<file path="src/rtl/multiplexer_binary_pipelined_pkg.sv">
// Shared constants and elaboration helpers for the pipelined binary multiplexer.
// Optional error counter width lives here (feature macro: MULTIPLEXER_BINARY_PIPELINED_ERROR_COUNT_EN).
package multiplexer_pkg;

  localparam int ERR_COUNT_WIDTH = 16;

  function automatic int clog2(input int value);
    int result;
    result = 0;
    while ((1 << result) < value) begin
      result++;
    end
    return result;
  endfunction

  // Each stage carries the selected word plus its out-of-range flag.
  function automatic int payload_width(input int word_width);
    return word_width + 1;
  endfunction

endpackage

</file>
<file path="src/rtl/multiplexer_binary_pipelined_if.sv">
// Producer/consumer bus of the pipelined binary multiplexer.
// master = the side driving words and consuming results; slave = the multiplexer.
interface multiplexer_binary_pipelined_if #(
  parameter int WORD_WIDTH  = 8,
  parameter int INPUT_COUNT = 5,
  parameter int ADDR_WIDTH  = 3
) ();

  localparam int TOTAL_WIDTH = WORD_WIDTH * INPUT_COUNT;

  logic                   in_valid;
  logic                   in_ready;
  logic [ADDR_WIDTH-1:0]  selector;
  logic [TOTAL_WIDTH-1:0] words_in;
  logic                   out_valid;
  logic                   out_ready;
  logic [WORD_WIDTH-1:0]  word_out;
  logic                   out_of_range;

  modport master (
    output in_valid, selector, words_in, out_ready,
    input  in_ready, out_valid, word_out, out_of_range
  );

  modport slave (
    input  in_valid, selector, words_in, out_ready,
    output in_ready, out_valid, word_out, out_of_range
  );

endinterface

</file>
<file path="src/rtl/multiplexer_binary_pipelined_pipeline_handshake_stage.sv">
// Single valid/ready register stage; accepts when empty or when downstream drains it this cycle.
module pipeline_handshake_stage #(
  parameter int PAYLOAD_WIDTH = 9
) (
  input  logic                     clock,
  input  logic                     clear_n,
  input  logic                     in_valid,
  output logic                     in_ready,
  input  logic [PAYLOAD_WIDTH-1:0] in_data,
  output logic                     out_valid,
  input  logic                     out_ready,
  output logic [PAYLOAD_WIDTH-1:0] out_data
);

  logic                     valid_q, valid_d;
  logic [PAYLOAD_WIDTH-1:0] data_q, data_d;

  assign in_ready = !valid_q || out_ready;

  always_comb begin
    valid_d = valid_q;
    data_d  = data_q;
    if (in_ready) begin
      valid_d = in_valid;
      if (in_valid) begin
        data_d = in_data;
      end
    end
  end

  always_ff @(posedge clock) begin
    if (!clear_n) begin
      valid_q <= 1'b0;
      data_q  <= '0;
    end else begin
      valid_q <= valid_d;
      data_q  <= data_d;
    end
  end

  assign out_valid = valid_q;
  assign out_data  = data_q;

endmodule

</file>
<file path="src/rtl/multiplexer_binary_pipelined.sv">
// Binary-selected N:1 word multiplexer feeding a PIPE_DEPTH-stage valid/ready pipeline.
// Optional saturating out-of-range counter: MULTIPLEXER_BINARY_PIPELINED_ERROR_COUNT_EN.
module multiplexer_binary_pipelined
  import multiplexer_pkg::*;
#(
  parameter int WORD_WIDTH  = 8,
  parameter int INPUT_COUNT = 5,
  parameter int ADDR_WIDTH  = 3,
  parameter int PIPE_DEPTH  = 2
) (
  input logic clock,
  input logic clear_n,
  multiplexer_binary_pipelined_if.slave bus
`ifdef MULTIPLEXER_BINARY_PIPELINED_ERROR_COUNT_EN
  ,
  output logic [ERR_COUNT_WIDTH-1:0] error_count
`endif
);

  localparam int TOTAL_WIDTH   = WORD_WIDTH * INPUT_COUNT;
  localparam int PAYLOAD_WIDTH = payload_width(WORD_WIDTH);

  if (ADDR_WIDTH < clog2(INPUT_COUNT)) begin : g_bad_addr_width
    $error("ADDR_WIDTH %0d cannot index %0d inputs", ADDR_WIDTH, INPUT_COUNT);
  end
  if (PIPE_DEPTH < 1 || PIPE_DEPTH > 4) begin : g_bad_pipe_depth
    $error("PIPE_DEPTH %0d outside 1..4", PIPE_DEPTH);
  end

  logic [TOTAL_WIDTH-1:0] words_flat;
  logic [INPUT_COUNT-1:0] onehot;
  logic [WORD_WIDTH-1:0]  selected_word;
  logic                   sel_out_of_range;

  assign words_flat = bus.words_in;

  // An unmatched selector leaves onehot empty, which zeroes the word and flags it.
  always_comb begin
    onehot        = '0;
    selected_word = '0;
    for (int i = 0; i < INPUT_COUNT; i++) begin
      onehot[i]     = (bus.selector == ADDR_WIDTH'(i));
      selected_word = selected_word |
                      (words_flat[i*WORD_WIDTH +: WORD_WIDTH] & {WORD_WIDTH{onehot[i]}});
    end
    sel_out_of_range = ~|onehot;
  end

  logic                     stg_valid [PIPE_DEPTH+1];
  logic                     stg_ready [PIPE_DEPTH+1];
  logic [PAYLOAD_WIDTH-1:0] stg_data  [PIPE_DEPTH+1];

  assign stg_valid[0]          = bus.in_valid;
  assign stg_data[0]           = {sel_out_of_range, selected_word};
  assign bus.in_ready          = stg_ready[0];
  assign stg_ready[PIPE_DEPTH] = bus.out_ready;

  for (genvar k = 0; k < PIPE_DEPTH; k++) begin : g_stage
    pipeline_handshake_stage #(
      .PAYLOAD_WIDTH(PAYLOAD_WIDTH)
    ) u_stage (
      .clock    (clock),
      .clear_n  (clear_n),
      .in_valid (stg_valid[k]),
      .in_ready (stg_ready[k]),
      .in_data  (stg_data[k]),
      .out_valid(stg_valid[k+1]),
      .out_ready(stg_ready[k+1]),
      .out_data (stg_data[k+1])
    );
  end

  assign bus.out_valid                   = stg_valid[PIPE_DEPTH];
  assign {bus.out_of_range, bus.word_out} = stg_data[PIPE_DEPTH];

`ifdef MULTIPLEXER_BINARY_PIPELINED_ERROR_COUNT_EN
  logic [ERR_COUNT_WIDTH-1:0] error_count_q, error_count_d;

  always_comb begin
    error_count_d = error_count_q;
    if (bus.in_valid && stg_ready[0] && sel_out_of_range && (error_count_q != '1)) begin
      error_count_d = error_count_q + 1'b1;
    end
  end

  always_ff @(posedge clock) begin
    if (!clear_n) begin
      error_count_q <= '0;
    end else begin
      error_count_q <= error_count_d;
    end
  end

  assign error_count = error_count_q;
`endif

endmodule

</file>
<file path="src/flat_wrapper.sv">
// flat-port wrapper written by rule: the top's interface ports become plain ports
module multiplexer_binary_pipelined_flat import multiplexer_pkg::*;
#(
  parameter int WORD_WIDTH  = 8,
  parameter int INPUT_COUNT = 5,
  parameter int ADDR_WIDTH  = 3,
  parameter int PIPE_DEPTH  = 2
)
  (clock, clear_n, bus_in_valid, bus_selector, bus_words_in, bus_out_ready, bus_in_ready, bus_out_valid, bus_word_out, bus_out_of_range);
  multiplexer_binary_pipelined_if #(.WORD_WIDTH(WORD_WIDTH), .INPUT_COUNT(INPUT_COUNT), .ADDR_WIDTH(ADDR_WIDTH)) bus_i ();
  input logic clock;
  input logic clear_n;
  input wire logic [$bits(bus_i.in_valid)-1:0] bus_in_valid;
  input wire logic [$bits(bus_i.selector)-1:0] bus_selector;
  input wire logic [$bits(bus_i.words_in)-1:0] bus_words_in;
  input wire logic [$bits(bus_i.out_ready)-1:0] bus_out_ready;
  output wire logic [$bits(bus_i.in_ready)-1:0] bus_in_ready;
  output wire logic [$bits(bus_i.out_valid)-1:0] bus_out_valid;
  output wire logic [$bits(bus_i.word_out)-1:0] bus_word_out;
  output wire logic [$bits(bus_i.out_of_range)-1:0] bus_out_of_range;
  assign bus_i.in_valid = bus_in_valid;
  assign bus_i.selector = bus_selector;
  assign bus_i.words_in = bus_words_in;
  assign bus_i.out_ready = bus_out_ready;
  assign bus_in_ready = bus_i.in_ready;
  assign bus_out_valid = bus_i.out_valid;
  assign bus_word_out = bus_i.word_out;
  assign bus_out_of_range = bus_i.out_of_range;
  multiplexer_binary_pipelined #(.WORD_WIDTH(WORD_WIDTH), .INPUT_COUNT(INPUT_COUNT), .ADDR_WIDTH(ADDR_WIDTH), .PIPE_DEPTH(PIPE_DEPTH)) u_core (.clock(clock), .clear_n(clear_n), .bus(bus_i));
endmodule
</file>
<file path="config.mk">
export PLATFORM = sky130hd
export DESIGN_NAME = multiplexer_binary_pipelined_flat
export DESIGN_NICKNAME = d
export VERILOG_FILES = /design/src/rtl/multiplexer_binary_pipelined_pkg.sv /design/src/rtl/multiplexer_binary_pipelined_if.sv /design/src/rtl/multiplexer_binary_pipelined_pipeline_handshake_stage.sv /design/src/rtl/multiplexer_binary_pipelined.sv /design/src/flat_wrapper.sv
export SDC_FILE = /design/constraint.sdc
export NUM_CORES = 1
export LEC_CHECK = 0
export BUFFER_PORTS_ARGS = -buffer_cell sky130_fd_sc_hd__buf_4
export CAP_MARGIN = 30
export CORE_ASPECT_RATIO = 1.2
export CORE_UTILIZATION = 25
export CTS_BUF_LIST = sky130_fd_sc_hd__clkbuf_4 sky130_fd_sc_hd__clkbuf_8
export CTS_CLUSTER_SIZE = 12
export DETAILED_ROUTE_END_ITERATION = 16
export PLACE_DENSITY = 0.54
export SETUP_SLACK_MARGIN = 0.02
export SLEW_MARGIN = 40
export SYNTH_ARGS = -nofsm -noshare
export SYNTH_HDL_FRONTEND = slang
export SYNTH_SLANG_ARGS = --single-unit
</file>
<file path="constraint.sdc">
create_clock -name clock -period 1.23 [get_ports clock]
set_input_delay 0.246 -clock clock [delete_from_list [all_inputs] [get_ports clock]]
set_output_delay 0.246 -clock clock [all_outputs]
set_load 0.005 [all_outputs]
</file>
# Word level (Yosys, flattened, before mapping)
# Index checks and enable logic that the tools add are counted.
# totals
ff_bits	20
input_bits	47
output_inout_bits	11
wordCells	26
# classes
n_eq_ne	4
bitwise_logic	9
reduce_logical	9
# ops
cell	count
bitwise AND 8 bit	5
OR 8 bit	4
equality test 3 x 2 -> 1 bit (second input constant)	2
OR reduction 5 bit	1
AND reduction 2 bit	2
equality test 3 x 1 -> 1 bit (second input constant)	1
equality test 3 bit (second input constant)	1
logical NOT 1 bit	3
logical NOT 3 bit	1
logical OR 1 bit	2

# Logic depth before layout (Yosys ltp)
# logic_depth
depth_word	6
depth_mapped	6
mapped_depth_nobuf	4

# Modules after synthesis
# From an unflattened synthesis, not the netlist that was laid out.
# unflattened
hier_cells	132
area_unflattened_um2	1197.4
# modules_own_cells
module	instances	cells_per_inst	area_each_um2	seq_area_each_um2
pipeline_handshake_stage	2	44	415.4	200.2
multiplexer_binary_pipelined	1	44	366.6	0.0

# Least setup slack after synthesis
# Ideal clock, no wire load.
# synth_path
path_kind	reg-to-reg
startpoint	reg u_core.g_stage[1].u_stage.valid_q
endpoint	reg u_core.g_stage[1].u_stage.data_q[0]
arrival_ps	1079
t_required_ps	1114
path_slack_ps	34
stages_incl_launch_ff	6
n_path_buf	1
period_less_slack_ps	1196
path_cell_list	dfxtp_1 nor2b_2 nand2b_1 buf_4 mux2i_1 nor2b_1
# synth_between
elab_chain_len	3
# synth_lines
element	line_no	rtl
start: declaration	multiplexer_binary_pipelined_pipeline_handshake_stage.sv:15	logic valid_q, valid_d;
start signal: assignment	multiplexer_binary_pipelined_pipeline_handshake_stage.sv:36	valid_q <= valid_d;
logical NOT 1 bit	multiplexer_binary_pipelined_pipeline_handshake_stage.sv:18	assign in_ready = !valid_q || out_ready;
logical OR 1 bit	multiplexer_binary_pipelined_pipeline_handshake_stage.sv:18	
AND reduction 2 bit (no source line)	--	
end signal: assignment	multiplexer_binary_pipelined_pipeline_handshake_stage.sv:37	data_q <= data_d;
end: declaration	multiplexer_binary_pipelined_pipeline_handshake_stage.sv:16	logic [PAYLOAD_WIDTH-1:0] data_q, data_d;
# Every way passes these cells.
# A chain may end at the register's enable or synchronous reset.

# Worst setup path after layout
# layout_path
startpoint	reg u_core.g_stage[1].u_stage.valid_q
endpoint	out bus_in_ready
# layout_between
elab_chain_len	3
# layout_lines
element	line_no	rtl
logical NOT 1 bit	multiplexer_binary_pipelined_pipeline_handshake_stage.sv:18	
logical OR 1 bit (2 in series)	multiplexer_binary_pipelined_pipeline_handshake_stage.sv:18	
end: declaration	flat_wrapper.sv:17	output wire logic [$bits(bus_i.in_ready)-1:0] bus_in_ready;
# Every way passes these cells.

==> metrics.txt <==
Synth Cell Area 1150 sq um; htree depth 1; DP Area 1640 sq um; detailed-route wire length per cell 13.2 um; Worst Tran Pin Value 0.314 ns; worst-case reg-to-reg path depth 6; initial antenna violation count 0; dpl hpwl approximately 2300 um; Leak 0.000835 uW; ys async rst share 0%; synth top area cells dfxtp_1 (35%), mux2i_1 (17%), o21a_1 (5.9%); Largest stage delay, worst path 0.33 ns; Pins Over Slew Limit 0; Final Hold Fails 0; r2r setup slk 0.01 ns; DRT Pass-1 Iters 4; most common flop cell mapped by yosys dfxtp_1; Synth Register Bits 20; sequential area share after synthesis about a third; RR Endpoint u_core.g_stage[1].u_stage.out_data[7]$_SDFFE_PN0P_; crit start category flip-flop; ant diodes 0; PwrDens 847 nW/um^2; fmax 0.788 GHz; post-route minimum period 1.27 ns; Slew HR 79.1%; hold path cells 3; Hold Path Class in2reg; Layout area overhead 55.6%; global-route wire length before repair 4910 um; final WL 3150 um; post-DR vias/cell 4.50; Crit path arrival time 1.02 ns; RSZ-0062 raised after global routing true; num rows 26; number of global-route vias before repair 1092; worst hold start bus_in_valid; GP Congestion 0.685; pin count of the biggest net entering global routing 21; syn nets 168; clk root buf clkbuf_8; most instantiated cells after synthesis dfxtp_1 (20), mux2i_1 (20), a21oi_1 (12), o21ai_1 (12); DIE WIDTH 64.0 um; Worst R2R Start u_core.g_stage[1].u_stage.out_valid$_SDFFE_PN0P_; Num CTS Buffers 3; layout cell share with drive strength beyond 1 a little over two fifths; CTS clk-pin slew, worst paths 0.07 ns; Layout fillers ~470; PnR Total Power roughly 1500 uW; Max-Cap Viols 0; clk sinks 20; Post-Synthesis Cells roughly 120; Setup Crit Path Kind reg2out; Final Cell Area 1800 sq um; Synth warnings 0; IO Port Bufs 57; maximum clock insertion buffer count 2; crit path buf inv count 2; Synth top area share 34.7%; setup slack after layout -0.0392 ns; DR vias 1076; Nets 232; DR iter-0 viols 10; die height 76.5 um; Post-synth EDFFs 0; overall routing resource usage between 10% and 20%; CP delay by family, top flip-flops; Core Area 4360 sq um; total gr overflow 0; Top Ports 58; hold_ws 0.278 ns; Worst EP required 0.98 ns; area leader, netlist dfxtp_1; Slowest cell on crit path dfxtp_2; CP Capture Type output pin; Antenna Nets Post-Route 0; status complete, but fails checks; Worst path most repeated cell buf_6; Starting Density around a quarter; CTS tree done; synth unique cells 23; violated checks negative setup slack; crit-path cells nor2b_4, buf_6, nand2_4, buf_6; DRC Markers 0; fin crit share 103%; worst-path fanout max 2; Final setup viols 1; Die Area 4900 sq um; Worst path depth 4; Clock Latency Late Sink 0.26 ns; hold endpoint u_core.g_stage[0].u_stage.out_valid$_SDFFE_PN0N_; clk_skew 0.00270 ns; Place WS 0.0119 ns; syn_area_per_cell about 9.5 sq um; maximum vdd ir drop 531 uV
==> sequential cells by signal, summed over array words and instances (netlist names) <==
register,cells
u_core.g_stage.u_stage.out_data,18
u_core.g_stage.u_stage.out_valid,2
==> layer usage <==
| metal | GRT usage, % | up-vias | share of wire, % |
|---|---|---|---|
| met5 | 0 | - | 0 |
| met4 | 3.41 | 0 | 0.67 |
| met3 | 2.25 | 2 | 4.1 |
| met2 | 22.2 | 27 | 51 |
| met1 | 15.3 | 495 | 44 |
| li1 | - | 552 | - |
==> stage by stage <==
| step | setup TNS, ns | utilization, % | std cells |
|---|---|---|---|
| 2_1_floorplan | 0 | - | 121 |
| 3_3_place_gp | 0 | 37.7 | 230 |
| 3_5_place_dp | 0 | 37.7 | 230 |
| 4_1_cts | -0.0588 | 39.6 | 236 |
| 5_1_grt | -0.484 | 41.2 | 239 |
| 6_report | -0.0392 | 41.2 | 239 |
==> cells in the final DEF, fill, tap and decap left out, drive strengths merged, types with 5 or more instances in the layout <==
master | Yosys | routed
a21oi | 14 | 14
buf | 8 | 67
clkbuf | 2 | 5
dfxtp | 20 | 20
mux2 | 5 | 5
mux2i | 20 | 20
nand2b | 9 | 9
nor2b | 10 | 10
o21a | 9 | 9
o21ai | 13 | 13
==> worst register-to-register path, stage by stage (launching register included) <==
cell       delay, ns
dfxtp_2         0.33
nor2b_4         0.14
buf_4           0.12
nand2b_4        0.14
clkbuf_16       0.15
mux2i_1         0.18
nor2b_1         0.06
==> kinds of logic (layout without fill, tap and decap cells) <==
logic type,Yosys count,after routing,synth area share [%]
DFF,20,20,34.7
AOI/OAI and AO/OA,42,42,23.1
muxes,25,25,22.2
buffers and inverters,11,73,7.26
and+or+nand+nor,23,23,12.8
==> how the worst max path moves through the flow <==
| stage | startpoint | end | slack, ns |
|---|---|---|---|
| 2_1_floorplan | u_core.g_stage[1].u_stage.out_valid$_SDFFE_PN0P_ | u_core.g_stage[1].u_stage.out_data[0]$_SDFFE_PN0P_ | 0.03 |
| 3_3_place_gp | u_core.g_stage[1].u_stage.out_valid$_SDFFE_PN0P_ | u_core.g_stage[0].u_stage.out_data[4]$_SDFFE_PN0P_ | 0.06 |
| 3_5_place_dp | u_core.g_stage[1].u_stage.out_valid$_SDFFE_PN0P_ | u_core.g_stage[0].u_stage.out_data[2]$_SDFFE_PN0P_ | 0.01 |
| 4_1_cts | u_core.g_stage[1].u_stage.out_valid$_SDFFE_PN0P_ | bus_in_ready | -0.04 |
| 5_1_grt | u_core.g_stage[1].u_stage.out_valid$_SDFFE_PN0P_ | bus_in_ready | -0.08 |
| 6_report | u_core.g_stage[1].u_stage.out_valid$_SDFFE_PN0P_ | bus_in_ready | -0.04 |
==> layout make-up <==
cell class | instances | area [sq um] | area share (%)
sequential | 20 | 402 | 22.4
clock buffer | 3 | 41.3 | 2.30
tap | 56 | 70.1 | 3.90
multi-input combinational | 90 | 694 | 38.6
timing repair buffer | 69 | 586 | 32.6
inverter | 1 | 3.75 | 0.209
==> power by group <==
part,total (uW),internal (uW),switching (uW),leakage [uW]
clock,420,218,202,0.0000216
sequential,706,682,24.2,0.000164
combinational,396,247,149,0.000649
total,1520,1150,375,0.000835
==> what timing repair did <==
| action | in CTS | in global routing |
|---|---|---|
| hold endpoints to repair | 0 | 0 |
| endpoints found under the setup margin | 7 | 16 |
| gates cloned | 0 | 2 |
| pin swaps | 0 | 1 |
| resized for setup | 6 | 2 |
| buffers inserted | 3 | 1 |
| hold buffers | 0 | 0 |
Note: power is estimated with default switching activity, not from simulation.
